==> src/rtl/instr_prefetch_if.sv <==
// Bundle between the prefetch buffer, the main-memory read port and the issue stage.
// The prefetch buffer drives through the master modport; the environment uses slave.
interface instr_prefetch_if #(
    parameter int DEPTH = 4,
    parameter int AW    = 32,
    parameter int DW    = 32
);
    localparam int CW = $clog2(DEPTH) + 1;

    logic          mem_req;
    logic [AW-1:0] mem_raddr;
    logic          mem_gnt;
    logic [DW-1:0] mem_rdata;
    logic          instr_valid;
    logic          instr_ready;
    logic [DW-1:0] instr_data;
    logic [AW-1:0] instr_pc;
    logic          redirect_valid;
    logic [AW-1:0] redirect_pc;
    logic [CW-1:0] occupancy;

    modport master (
        output mem_req, mem_raddr, instr_valid, instr_data, instr_pc, occupancy,
        input  mem_gnt, mem_rdata, instr_ready, redirect_valid, redirect_pc
    );

    modport slave (
        input  mem_req, mem_raddr, instr_valid, instr_data, instr_pc, occupancy,
        output mem_gnt, mem_rdata, instr_ready, redirect_valid, redirect_pc
    );
endinterface

==> src/rtl/instr_prefetch_buffer.sv <==
// Sequential instruction prefetcher: fetches ahead into a DEPTH-entry {pc, instr} FIFO,
// hands entries to issue over valid/ready, and flushes/restarts on a redirect.
module instr_prefetch_buffer #(
    parameter int DEPTH = 4,
    parameter int AW    = 32,
    parameter int DW    = 32
) (
    input  logic                 clk,
    input  logic                 rst,
    instr_prefetch_if.master     bus
);
    localparam int PW = $clog2(DEPTH);
    localparam int CW = PW + 1;

    typedef struct packed {
        logic [AW-1:0] pc;
        logic [DW-1:0] data;
    } entry_t;

    typedef enum logic [1:0] {IDLE, WAIT, KILL} ctl_e;

    entry_t [DEPTH-1:0] buf_q, buf_d;
    logic [PW-1:0]      wr_ptr_q, wr_ptr_d, rd_ptr_q, rd_ptr_d;
    logic [CW-1:0]      occ_q, occ_d;
    logic [AW-1:0]      fetch_pc_q, fetch_pc_d, rsp_pc_q, rsp_pc_d;
    ctl_e               state_q, state_d;

    logic               inflight, kill;
    logic [CW:0]        used;
    logic               grant, push, pop;

    // Control FSM: state register
    always_ff @(posedge clk or negedge rst) begin
        if (!rst) state_q <= IDLE;
        else      state_q <= state_d;
    end

    // Control FSM: next state
    always_comb begin
        state_d = state_q;
        if (bus.redirect_valid)
            state_d = (state_q == WAIT) ? KILL : IDLE;
        else if (grant)
            state_d = WAIT;
        else
            state_d = IDLE;
    end

    // Control FSM: outputs
    always_comb begin
        inflight = (state_q == WAIT);
        kill     = (state_q == KILL);
    end

    // In-flight request holds a FIFO slot so its response can always be written.
    // The request is gated by reset so the port is quiet while held in reset.
    always_comb begin
        used            = {1'b0, occ_q} + (CW+1)'(inflight);
        bus.mem_req     = rst && (used < (CW+1)'(DEPTH)) && !bus.redirect_valid;
        bus.mem_raddr   = fetch_pc_q;
        bus.instr_valid = (occ_q != '0) && !bus.redirect_valid;
        bus.instr_data  = buf_q[rd_ptr_q].data;
        bus.instr_pc    = buf_q[rd_ptr_q].pc;
        bus.occupancy   = occ_q;
        grant           = bus.mem_req && bus.mem_gnt;
        push            = inflight && !kill && !bus.redirect_valid;
        pop             = bus.instr_valid && bus.instr_ready;
    end

    always_comb begin
        buf_d      = buf_q;
        wr_ptr_d   = wr_ptr_q;
        rd_ptr_d   = rd_ptr_q;
        occ_d      = occ_q;
        fetch_pc_d = fetch_pc_q;
        rsp_pc_d   = rsp_pc_q;
        if (bus.redirect_valid) begin
            wr_ptr_d   = '0;
            rd_ptr_d   = '0;
            occ_d      = '0;
            fetch_pc_d = bus.redirect_pc;
        end else begin
            if (grant) begin
                fetch_pc_d = fetch_pc_q + AW'(1);
                rsp_pc_d   = fetch_pc_q;
            end
            if (push) begin
                buf_d[wr_ptr_q] = '{pc: rsp_pc_q, data: bus.mem_rdata};
                wr_ptr_d        = wr_ptr_q + PW'(1);
            end
            if (pop) rd_ptr_d = rd_ptr_q + PW'(1);
            occ_d = occ_q + CW'(push) - CW'(pop);
        end
    end

    always_ff @(posedge clk or negedge rst) begin
        if (!rst) begin
            buf_q      <= '0;
            wr_ptr_q   <= '0;
            rd_ptr_q   <= '0;
            occ_q      <= '0;
            fetch_pc_q <= '0;
            rsp_pc_q   <= '0;
        end else begin
            buf_q      <= buf_d;
            wr_ptr_q   <= wr_ptr_d;
            rd_ptr_q   <= rd_ptr_d;
            occ_q      <= occ_d;
            fetch_pc_q <= fetch_pc_d;
            rsp_pc_q   <= rsp_pc_d;
        end
    end
endmodule

==> src/flat_wrapper.sv <==
// flat-port wrapper written by rule: the top's interface ports become plain ports
module instr_prefetch_buffer_flat 
#(
    parameter int DEPTH = 4,
    parameter int AW    = 32,
    parameter int DW    = 32
)
  (clk, rst, bus_mem_req, bus_mem_raddr, bus_instr_valid, bus_instr_data, bus_instr_pc, bus_occupancy, bus_mem_gnt, bus_mem_rdata, bus_instr_ready, bus_redirect_valid, bus_redirect_pc);
  instr_prefetch_if #(.DEPTH(DEPTH), .AW(AW), .DW(DW)) bus_i ();
  input  logic clk;
  input  logic rst;
  output wire logic [$bits(bus_i.mem_req)-1:0] bus_mem_req;
  output wire logic [$bits(bus_i.mem_raddr)-1:0] bus_mem_raddr;
  output wire logic [$bits(bus_i.instr_valid)-1:0] bus_instr_valid;
  output wire logic [$bits(bus_i.instr_data)-1:0] bus_instr_data;
  output wire logic [$bits(bus_i.instr_pc)-1:0] bus_instr_pc;
  output wire logic [$bits(bus_i.occupancy)-1:0] bus_occupancy;
  input wire logic [$bits(bus_i.mem_gnt)-1:0] bus_mem_gnt;
  input wire logic [$bits(bus_i.mem_rdata)-1:0] bus_mem_rdata;
  input wire logic [$bits(bus_i.instr_ready)-1:0] bus_instr_ready;
  input wire logic [$bits(bus_i.redirect_valid)-1:0] bus_redirect_valid;
  input wire logic [$bits(bus_i.redirect_pc)-1:0] bus_redirect_pc;
  assign bus_mem_req = bus_i.mem_req;
  assign bus_mem_raddr = bus_i.mem_raddr;
  assign bus_instr_valid = bus_i.instr_valid;
  assign bus_instr_data = bus_i.instr_data;
  assign bus_instr_pc = bus_i.instr_pc;
  assign bus_occupancy = bus_i.occupancy;
  assign bus_i.mem_gnt = bus_mem_gnt;
  assign bus_i.mem_rdata = bus_mem_rdata;
  assign bus_i.instr_ready = bus_instr_ready;
  assign bus_i.redirect_valid = bus_redirect_valid;
  assign bus_i.redirect_pc = bus_redirect_pc;
  instr_prefetch_buffer #(.DEPTH(DEPTH), .AW(AW), .DW(DW)) u_core (.clk(clk), .rst(rst), .bus(bus_i));
endmodule
==> config.mk <==
export PLATFORM = sky130hd
export DESIGN_NAME = instr_prefetch_buffer_flat
export DESIGN_NICKNAME = d
export VERILOG_FILES = /design/src/rtl/instr_prefetch_if.sv /design/src/rtl/instr_prefetch_buffer.sv /design/src/flat_wrapper.sv
export SDC_FILE = /design/constraint.sdc
export NUM_CORES = 1
export LEC_CHECK = 0
export CAP_MARGIN = 20
export CORE_AREA = 5 5 177 179
export CTS_CLUSTER_SIZE = 16
export DETAILED_ROUTE_END_ITERATION = 12
export DIE_AREA = 0 0 182 184
export PLACE_DENSITY = 0.75
export SLEW_MARGIN = 40
export SYNTH_ARGS = -nofsm -noshare
export SYNTH_HDL_FRONTEND = slang
export SYNTH_SLANG_ARGS = --single-unit
==> constraint.sdc <==
create_clock -name clk -period 2.4 [get_ports clk]
set_clock_uncertainty 0.15 [all_clocks]
set_input_delay 0.48 -clock clk [delete_from_list [all_inputs] [get_ports clk]]
set_output_delay 0.48 -clock clk [all_outputs]
set_load 0.005 [all_outputs]
== After elaboration in Yosys (flattened, before gate mapping) ==
Cells that the tools add are included.
Word-level totals
  flip-flop bits (word level): 329
  output and inout port bits: 101
  logic and storage cells: 58
  bits of input ports: 69
Cells by class
  equality and inequality tests: 2
  order comparisons: 4
  reduce and logical (&&, ||, !) cells: 16
  bitwise operators: 1
  add/sub/neg operators: 6
  multiplexer cells: 15
Operator list (count)
  $bwmux 256: 1
  $bmux 64 s2: 1
  $demux 64 s2: 1
  $mux 64: 2
  $mux 32: 2
  $add 32x1->32 const B: 1
  $mux 2: 6
  $logic_and 1x1->1: 8
  $lt 2x3->1 const B: 2
  $reduce_bool 2->1: 3
  $add 2x1->2 const B: 2
  $add 3x1->4: 1
  $lt 4x3->1 const B: 1
  $reduce_and 2->1: 2
  $add 3x1->3: 1
  $mux 3: 1
  $reduce_bool 3->1: 1
  $sub 3x1->3: 1
  $eq 2x1->1 const B: 1
  $eq 2x2->1 const B: 1
  $ge 2x1->1 const B: 1
  $logic_not 1->1: 2
  $mux 1: 1
  $not 1->1: 1

== Depth between registers and ports, before layout ==
  depth after elaboration: 8
  mapped depth: 10
  mapped depth without buffers: 10

== Least setup slack after synthesis ==
No wires, ideal clock.
  path type: reg-to-reg
  from: register u_core.occ_q[1], in the netlist u_core.bus.occupancy[1]
  to: register u_core.fetch_pc_q[18], in the netlist u_core.bus.mem_raddr[18]
  period minus slack after synthesis: 2.410 ns
  required time: 2.180 ns
  path buffers: 2
  path slack: -0.010 ns
  arrival: 2.190 ns
  cell stages (with the launch flop): 9
  cells stage by stage: dfrtp_1 > ha_1 > nand4b_1 > or4_1 > and2_1 > buf_6 > buf_6 > or4_1 > nand3_1
Between the ends
  longest elaborated chain between the ends: 6
Ends and longest elaborated chain
  start, declared: line instr_prefetch_buffer.sv:24  | logic [CW-1:0] occ_q, occ_d;
  start signal, assigned: line instr_prefetch_buffer.sv:101  | occ_q <= '0;
  start signal, assigned: line instr_prefetch_buffer.sv:108  | occ_q <= occ_d;
  $add 3x1->4: line instr_prefetch_buffer.sv:58  | used = {1'b0, occ_q} + (CW+1)'(inflight);
  $lt 4x3->1: line instr_prefetch_buffer.sv:59  | bus.mem_req = rst && (used < (CW+1)'(DEPTH)) && !bus.redirect_valid;
  $logic_and 1x1->1 (2 in a row): line instr_prefetch_buffer.sv:59
  $logic_and 1x1->1: line instr_prefetch_buffer.sv:65  | grant = bus.mem_req && bus.mem_gnt;
  $reduce_bool 2->1 (no source line)
  end signal, assigned: line instr_prefetch_buffer.sv:109  | fetch_pc_q <= fetch_pc_d;
  end, declared: line instr_prefetch_buffer.sv:25  | logic [AW-1:0] fetch_pc_q, fetch_pc_d, rsp_pc_q, rsp_pc_d;
No other way between the ends.
A chain may end at the register's enable or synchronous reset.

== Worst setup path in the final report ==
  from: register u_core.rd_ptr_q[0]
  to: output bus_instr_data[6]
Between the ends
  longest elaborated chain between the ends: 2
Ends and longest elaborated chain
  start, declared: line instr_prefetch_buffer.sv:23  | logic [PW-1:0] wr_ptr_q, wr_ptr_d, rd_ptr_q, rd_ptr_d;
  start signal, assigned: line instr_prefetch_buffer.sv:107  | rd_ptr_q <= rd_ptr_d;
  $bmux 64 s2: line instr_prefetch_buffer.sv:62  | bus.instr_data = buf_q[rd_ptr_q].data;
  $mux 64 (implied by the code): line instr_prefetch_buffer.sv:62
  end, declared: line flat_wrapper.sv:15  | output wire logic [$bits(bus_i.instr_data)-1:0] bus_instr_data;
No other way between the ends. The select of a mux whose other input is x is not followed.

==> results.sh <==
export IMPL_drv_slew=0
export IMPL_grt_max_degree=130
export IMPL_synth_top_cell_area_share=0.565
export IMPL_drtIter0Drc=858
export IMPL_arrival_ns=2.02
export IMPL_worst_slew_pin_slew_ns=0.724
export IMPL_power_density_nw_per_um2=962
export IMPL_wl_per_cell_um=21.5
export IMPL_start_util=0.496
export IMPL_cts_root_buf="clkbuf_16"
export IMPL_synth_compound_area_frac=0.0401
export IMPL_synth_fa_ha_area_frac=0.00824
export IMPL_grt_overflow_total=0
export IMPL_fp_dieArea_um2=33500
export IMPL_cts_tree="built"
export IMPL_io_buffers=169
export IMPL_outcome="complete, but fails checks"
export IMPL_synth_top_cells_by_area="dfrtp_1 (56%), mux2_2 (20%), mux4_2 (9.9%), nand2_1 (3.1%), o311ai_0 (2.0%)"
export IMPL_synthXorXnorAreaFrac=0.00300
export IMPL_r2r_start="u_core.state_q[1]"
export IMPL_seq_power_share=0.400
export IMPL_die_x_um=182
export IMPL_p_sw_frac=0.269
export IMPL_setup_viol=69
export IMPL_cts_path_max_buffers=3
export IMPL_dr_pass1_iters=4
export IMPL_muxShareOfSynthArea=0.297
export IMPL_fin_crit_sh=1.10
export IMPL_synth_fp_nets=1101
export IMPL_peakVddDrop_mv=0.522
export IMPL_failed_checks="setup timing"
export IMPL_hold_path_class="input pin to async pin"
export IMPL_drv_cap=0
export IMPL_ios=170
export IMPL_nets=1346
export IMPL_synth_edf_count=0
export IMPL_grt_pass1_wl_mm=58.7
export IMPL_dpl_hpwl_mm=22.7
export IMPL_final_instance_count_excl_fill=1684
export IMPL_pwr_share_clk=0.319
export IMPL_critPathKind="register to output pin"
export IMPL_postSynthAreaPerCell_um2=14.2
export IMPL_p_comb_frac=0.281
export IMPL_track_usage=0.218
export IMPL_std_cell_rows=63
export IMPL_syn2layout_area_growth_pct=30.1
export IMPL_min_period_ns=2.65
export IMPL_core_um2=29400
export IMPL_drive_gt1_frac=0.444
export IMPL_critPathMaxFanout=6
export IMPL_die_y_um=184
export IMPL_clkSlewWorstSetupHoldPaths_ns=0.06
export IMPL_yosys_area_top_type="dfrtp_1"
export IMPL_async_flop_share=1.00
export IMPL_p_leak_nw=8.68
export IMPL_routed_via_density=5.73
export IMPL_ys_seq_area_frac=0.565
export IMPL_insertion_delay_ns=0.51
export IMPL_synth_ff_type="dfrtp_1"
export IMPL_ys_warn_count=0
export IMPL_vias=9647
export IMPL_finalInstanceArea_um2=19000
export IMPL_p_int_mw=13.3
export IMPL_synth_cell_types=44
export IMPL_numCtsBuffers=36
export IMPL_hold_violations=0
export IMPL_required_ns=1.77
export IMPL_drt_total_wl_mm=36.3
export IMPL_syn_cell_area_um2=14600
export IMPL_antenna_found_initial=0
export IMPL_critPathLaunch="u_core.rd_ptr_q[0]"
export IMPL_worst_slack_ns=-0.246
export IMPL_rsz0062_at_grt="yes"
export IMPL_relSlewSlack=0.517
export IMPL_switching_power_mw=4.90
export IMPL_insertedDiodeCount=0
export IMPL_gp_congestion=0.859
export IMPL_htree_num_levels=2
export IMPL_placed_area_um2=17200
export IMPL_synth_top_family_by_area="multiplexers"
export IMPL_synth_seq_cells=329
export IMPL_ant_nets=0
export IMPL_grt_pass1_vias=10415
export IMPL_place_inst=1589
export IMPL_max_freq_ghz=0.378
export IMPL_clock_sinks=329
export IMPL_worst_setup_path_end_kind="output pin"
export IMPL_synthSimpleGateAreaFrac=0.0623
export IMPL_startpoint_type="register"
export IMPL_syn_inst=1023
export IMPL_drc=0
## critical path, cell delays in order (launching register included)
cell     delay [ns]
dfrtp_4        0.51
buf_12         0.16
buf_12         0.13
buf_12         0.12
mux4_2         0.44
buf_2          0.15
## cells in the final DEF, fill, tap and decap left out, types with 7 or more instances in the layout
| cell | n |
|---|---|
| buf_2 | 46 |
| ha_1 | 7 |
| nor2_1 | 19 |
| o311ai_0 | 9 |
| buf_12 | 26 |
| clkbuf_1 | 10 |
| mux2_2 | 256 |
| o21ai_0 | 13 |
| nand2_1 | 120 |
| o311ai_1 | 21 |
| clkbuf_16 | 38 |
| nand4_1 | 7 |
| buf_4 | 51 |
| nand3_1 | 17 |
| buf_6 | 32 |
| mux4_2 | 64 |
| inv_1 | 15 |
| clkdlybuf4s50_1 | 101 |
| nor3_1 | 7 |
| dfrtp_1 | 325 |
| and2_4 | 7 |
## path summary, 6_finish.rpt
check	to	slack, ns	depth (start not counted)
max	bus_instr_data[6]	-0.25	5
min	u_core.buf_q[86]	0.07	3
max reg2reg	u_core.bus.mem_raddr[27]	-0.06	6
min reg2reg	u_core.buf_q[148]	0.35	1
max in group asynchronous	u_core.bus.mem_raddr[31]	0.77	4
min in group clk	u_core.bus.occupancy[0]	0.24	3
## cell families (layout without fill, tap and decap cells)
family,after synthesis,after routing
flip-flops,329,329
multiplexers,321,321
AND/OR/NAND/NOR,204,206
buffers and inverters,79,348
AO/OA/AOI/OAI,76,76
adder cells (fa/ha/maj),9,9
XOR/XNOR,5,5
## cell usage after synthesis, drive strengths merged (5+ instances only)
master / number
nand2: 120
nand3: 18
or4: 5
nand4: 7
nor2: 20
ha: 8
nor3: 9
mux2: 256
clkbuf: 22
o21ai: 20
dfrtp: 329
and2: 7
buf: 41
o311ai: 36
inv: 16
mux4: 64
## flip-flops by register name, indices dropped and copies added (netlist names)
register              cells
u_core.bus.occupancy      3
u_core.rsp_pc_q          32
u_core.wr_ptr_q           2
u_core.rd_ptr_q           2
u_core.bus.mem_raddr     32
u_core.state_q            2
u_core.buf_q            256
## what timing repair did
action	4_1_cts	5_1_grt
buffers inserted	17	9
gates cloned	10	1
hold buffers	1	0
gates resized for setup	298	88
endpoints found under the setup margin	108	92
pin swaps	2	20
hold endpoints to repair	39	0
## power by group through the flow
stage	registers, mW	logic, mW	clock network, mW
CTS	7.27	5.04	5.96
global route	7.43	5.57	6.21
global placement	7.32	4.72	0
detailed placement	7.36	4.81	0
finish	7.29	5.13	5.82
floorplan	7.10	2.40	0
## final cells by class
class | count | area [um2]
repair buffers | 268 | 2730
inverters | 16 | 62.6
flip-flops and latches | 329 | 8240
well taps | 390 | 488
clock inverters | 12 | 224
clock buffers | 52 | 1030
fillers | 2116 | 10400
multi-input cells | 617 | 6180
## through the flow
step	util	hold slack (ns)	setup TNS, ns	power [mW]	worst slack [ns]
final	0.645	0.0741	-10.40	18.2	-0.246
after global routing	0.645	0.0850	-15.49	19.2	-0.300
after CTS	0.637	0.204	-15.28	18.3	-0.295
after detailed placement	0.586	0.290	-24.44	12.2	-0.570
after global placement	0.586	0.292	-20.95	12.0	-0.451
after floorplan	-	0.0344	0	9.50	0.0134
## metal layers
| metal | track usage | up-vias | share of wire |
|---|---|---|---|
| li1 | - | 4276 | - |
| met5 | 0 | - | 0 |
| met3 | 0.0485 | 36 | 0.076 |
| met4 | 0.0429 | 0 | 0.011 |
| met2 | 0.339 | 375 | 0.47 |
| met1 | 0.324 | 4960 | 0.45 |
No activity file was read; power rests on OpenSTA's default activity.
==> edit 1: new RTL, same flow settings <==
Encoding of `ctl_e`: now one-hot (3 bits for 3 values).
--- a/src/rtl/instr_prefetch_buffer.sv
+++ b/src/rtl/instr_prefetch_buffer.sv
@@ -17,7 +17,7 @@
         logic [DW-1:0] data;
     } entry_t;
 
-    typedef enum logic [1:0] {IDLE, WAIT, KILL} ctl_e;
+    typedef enum logic [2:0] {IDLE = 3'b001, WAIT = 3'b010, KILL = 3'b100} ctl_e;
 
     entry_t [DEPTH-1:0] buf_q, buf_d;
     logic [PW-1:0]      wr_ptr_q, wr_ptr_d, rd_ptr_q, rd_ptr_d;
Function: same outputs for any inputs over 4 cycles, from zero or initial values and one cycle with rst low; so few cycles prove little.
==> edit 1 against the original RTL <==
Setup slack improved by 0.0076 ns. Routed wire length decreased by 1.9%. Non-clock buffer count is 4 lower. Sequential cell count rose by 1. Power is 16% lower. Design area down 0.75%. Synthesized cell count increased by 1.1%. Combinational power decreased by 39%. Final cell count rose by 0.24%. Sequential power down 9.9%. The flow still finishes with violations (negative setup slack). Die area unchanged. Global-route usage fell by 0.43 points. Synthesized area rose by 1.3%. Critical path type unchanged. Critical path depth stayed put.
==> edit 1: results (changes against the original RTL) <==
[cells_and_area]
fillers=2133  ; +0.80%
finalNetCount=1350  ; +0.30%
finish.cell_count_without_fillers=1688  ; +0.24%
multiInputGateArea_um2=6190  ; +0.18%

[place]
detailed_place.area_um2=17400  ; +1.0%
cell_count_post_placement=1598  ; +0.57%
dpl_worst_slack_ns=-0.204  ; +0.366 ns
finalWeightedCongestion=0.803  ; -6.6%
place_hpwl_um=23000  ; +1.2%

[global_route]
grt.met2_usage=0.348  ; +0.00952
globalRouteMet3Util=0.0443  ; -0.00416
global_route_wire_length_before_repair_um=57700  ; -1.7%
first_global_vias=10452  ; +0.36%
track_usage=0.214  ; -0.00433
antenna_found_initial=1  ; +1
global_route.usage.met1=0.300  ; -0.0240

[logic_synthesis]
ys_seq_area_frac=0.559  ; -0.00573
number_of_distinct_library_cell_variants_in_the_gate_level_netlist_after_synthesis=52  ; +18%
syn-num-nets=1112  ; +1.0%

[routing]
route.top_layer_used=met5
met1_routed_wirelength_after_detailed_routing_um=15400  ; -5.2%
drt_pass1_iterations=5  ; +1
detail_route.wl_per_cell_um=21.1  ; -2.2%
detailedRoute.firstIterationViolations=625  ; -27%

[run_status]
run_status=complete, but fails checks
violated_checks=negative setup slack

[sta]
layout_setup_ws_ns=-0.238  ; +0.00763 ns
report.final.setup_viol=65  ; -5.8%

[setup_path]
worstPathMaxFanout=5  ; -1
slowest_stage_delay_on_critical_path_ns=0.49  ; -0.02 ns

[power_and_ir_drop]
cellLeakagePower_nw=9.16  ; +5.5%
max_ir_drop_vdd_mv=0.730  ; +40%

edit 1: worst paths after layout:
path,from,end,slack [ns],depth (start not counted)
setup / recovery,u_core.rd_ptr_q[0],bus_instr_pc[13],-0.24,5
min in group clk,bus_redirect_valid,u_core.bus.occupancy[2],0.24,3
hold reg to reg,u_core.buf_q[188],u_core.buf_q[188],0.35,1
hold / removal,rst,u_core.buf_q[116],0.21,2
setup reg to reg,u_core.bus.occupancy[1],u_core.bus.occupancy[1],0.12,10
max in group asynchronous,rst,u_core.buf_q[46],0.69,5
edit 1: cells by family after synthesis:
logic type / count (synthesis) / share of synthesized area
simple gates: 199 / 0.0669
mux: 331 / 0.300
compound gates: 78 / 0.0368
flops: 330 / 0.559
xor+xnor: 5 / 0.00296
buf+inv: 82 / 0.0259
fa+ha+maj: 9 / 0.00813
edit 1: what timing repair did:
item / in CTS / in global routing
resized for setup: 275 / 32
hold buffers: 1 / 0
setup buffers: 14 / 10
endpoints found under the hold margin: 4 / 0
pin swaps: 1 / 1
endpoints found under the setup margin: 66 / 103
cloned: 5 / 0
edit 1: report_power, final:
group | total (mW) | switching (mW) | internal (mW)
clock network | 5.62 | 2.22 | 3.40
registers | 6.57 | 0.493 | 6.07
logic | 3.13 | 1.28 | 1.85
total | 15.3 | 4.00 | 11.3
edit 1: worst register-to-register path, stage by stage (launching register included):
cell and delay (ns):
dfrtp_1 0.39, buf_4 0.17, nor3_4 0.19, nand2b_4 0.15, nor2_1 0.04, ha_1 0.26, inv_1 0.06, ha_1 0.13
inv_1 0.05, fa_2 0.52, nor2_1 0.05
edit 1: layout make-up:
cell class,count,area share
clock inverters,19,0.0100
flip-flops and latches,330,0.439
inverters,18,0.00386
clock buffers,45,0.0551
multi-input cells,622,0.329
repair buffers,264,0.137
well taps,390,0.0259
==> edit 2: new RTL, same flow settings <==
Made on the original files. `AW` is set to 32 in 3 places; all go to 16.
--- a/src/rtl/instr_prefetch_if.sv
+++ b/src/rtl/instr_prefetch_if.sv
@@ -2,7 +2,7 @@
 // The prefetch buffer drives through the master modport; the environment uses slave.
 interface instr_prefetch_if #(
     parameter int DEPTH = 4,
-    parameter int AW    = 32,
+    parameter int AW    = 16,
     parameter int DW    = 32
 );
     localparam int CW = $clog2(DEPTH) + 1;
--- a/src/rtl/instr_prefetch_buffer.sv
+++ b/src/rtl/instr_prefetch_buffer.sv
@@ -2,7 +2,7 @@
 // hands entries to issue over valid/ready, and flushes/restarts on a redirect.
 module instr_prefetch_buffer #(
     parameter int DEPTH = 4,
-    parameter int AW    = 32,
+    parameter int AW    = 16,
     parameter int DW    = 32
 ) (
     input  logic                 clk,
--- a/src/flat_wrapper.sv
+++ b/src/flat_wrapper.sv
@@ -2,7 +2,7 @@
 module instr_prefetch_buffer_flat 
 #(
     parameter int DEPTH = 4,
-    parameter int AW    = 32,
+    parameter int AW    = 16,
     parameter int DW    = 32
 )
   (clk, rst, bus_mem_req, bus_mem_raddr, bus_instr_valid, bus_instr_data, bus_instr_pc, bus_occupancy, bus_mem_gnt, bus_mem_rdata, bus_instr_ready, bus_redirect_valid, bus_redirect_pc);
Ports: changed (resized bus_instr_pc, bus_mem_raddr and bus_redirect_pc); port bits go from 170 to 122. No check against the original RTL was run, so the function may have changed too.
==> edit 2 against the original RTL <==
The run still ends with negative setup slack left. Combinational power fell by 33%. Clock power fell by 37%. Sequential cell count fell by 96. Routed wire length is 37% lower. Power down 33%. Synthesized area shrank 29%. Design area shrank 30%. Setup slack better by 0.013 ns. First-iteration DRC count shrank 70%. Critical path type unchanged.
==> edit 2: results (changes against the original RTL) <==
[global_route]
track_usage=0.138  ; -0.0807
global_route.usage.met1=0.194  ; -0.130
first_global_vias=6736  ; -35%
antenna_found_initial=0  ; unchanged
grt_max_degree=132  ; +1.5%
grt.met2_usage=0.219  ; -0.120
globalRouteMet3Util=0.0332  ; -0.0152
global_route_wire_length_before_repair_um=37500  ; -36%

[routing]
detailedRoute.firstIterationViolations=256  ; -70%
met1_routed_wirelength_after_detailed_routing_um=10500  ; -35%
postRouteWirelength_um=22800  ; -37%
detailroute.wirelength.met3_um=1220  ; -56%
detailroute.wirelength.met2_um=10700  ; -37%
route.vias.total=6140  ; -36%
drt_pass1_iterations=4  ; unchanged
route.top_layer_used=met4

[setup_path]
reg2reg_depth=10  ; +4
worstPathMaxFanout=8  ; +2
arrival_ns=2.00  ; -0.02 ns
worst_path_cell_with_the_longest_stage_delay=dfrtp_4
slowest_stage_delay_on_critical_path_ns=0.54  ; +0.03 ns

[logic_synthesis]
synth_largest_type_area_fraction=0.561  ; -0.00431
netlist_instances=661  ; -35%
post_synth_most_frequent_cells=dfrtp_1, mux2_1, mux4_2
synth.area.top_cells=dfrtp_1, mux2_1, mux4_2
ys_seq_area_frac=0.561  ; -0.00431
synth-async-reset-ratio=1.00  ; unchanged
syn-num-nets=723  ; -34%
number_of_distinct_library_cell_variants_in_the_gate_level_netlist_after_synthesis=44  ; unchanged

[place]
dpl_worst_slack_ns=-0.146  ; +0.424 ns
io_buffer_count=121  ; -28%
finalWeightedCongestion=0.782  ; -9.1%
detailed_place.area_um2=12300  ; -29%
place_hpwl_um=14200  ; -37%

[cts]
worst_skew_pair.late_latency_ns=0.51  ; about the same
cts-buffers-inserted=26  ; -28%
htree_num_levels=1  ; -1
ctsRootBufferMaster=clkbuf_16

[cells_and_area]
largest_register_ff_count=192  ; -25%
top_register=u_core.buf_q
finalNetCount=894  ; -34%
num_antenna_cells=0  ; unchanged
drive_above_1_share=0.273  ; -0.171
fillers=2569  ; +21%
finish.cell_count_without_fillers=1239  ; -26%

[sta]
setup_tns_ns=-8.76  ; +1.64 ns
report.final.setup_viol=48  ; -30%
tightest_slew_ns=0.728  ; +0.00438 ns
final-hold-violation-count=0  ; unchanged
layout_setup_ws_ns=-0.232  ; +0.0133 ns

[run_status]
violated_checks=negative setup slack
run_status=complete, but fails checks

[min_path]
hold_class=in -> async

[power_and_ir_drop]
cellLeakagePower_nw=6.19  ; -29%
max_ir_drop_vdd_mv=0.470  ; -10%

[edit 2: worst paths after layout]
check	startpoint	end	slack [ns]
setup / recovery	u_core.rd_ptr_q[0]	bus_instr_data[23]	-0.23
min in group clk	u_core.buf_q[112]	u_core.buf_q[112]	0.33
setup reg to reg	u_core.bus.occupancy[1]	u_core.bus.occupancy[2]	0.17
max in group asynchronous	rst	u_core.buf_q[151]	0.50
hold / removal	rst	u_core.rsp_pc_q[0]	0.22
hold reg to reg	u_core.buf_q[112]	u_core.buf_q[112]	0.33
[edit 2: power breakdown]
| part | total (mW) | internal [mW] | switching, mW |
|---|---|---|---|
| clock network | 3.64 | 2.14 | 1.49 |
| registers | 5.22 | 4.68 | 0.539 |
| logic | 3.44 | 2.15 | 1.29 |
| total | 12.3 | 8.98 | 3.32 |
[edit 2: timing repair]
item	4_1_cts	5_1_grt
gates cloned	5	0
setup endpoints to repair	50	49
hold buffers	1	0
buffers inserted	20	6
pin swaps	1	2
resized for setup	210	20
endpoints found under the hold margin	16	0
[edit 2: cell type report]
type,count,area [um2],share of cell area
Clock inverter,5,25.0,0.00189
Sequential cell,233,5840,0.441
Multi-Input combinational cell,380,4280,0.323
Tap cell,390,488,0.0368
Inverter,9,36.3,0.00274
Clock buffer,40,754,0.0570
Timing Repair Buffer,182,1830,0.138
[edit 2: worst max-delay path, delay by kind of cell, from the launching register on]
| kind | cells | cell delay (ns) |
|---|---|---|
| DFF | 1 | 0.54 |
| muxes | 1 | 0.50 |
| buffers and inverters | 3 | 0.44 |
[edit 2: kinds of logic (layout without fill, tap and decap cells)]
family	count (synthesis)	in the layout	share of synthesized area
buf+inv	48	236	0.0308
xor+xnor	11	11	0.00998
fa+ha+maj	9	9	0.0115
mux	254	254	0.327
compound gates	32	32	0.0207
flops	233	233	0.561
simple gates	74	74	0.0397
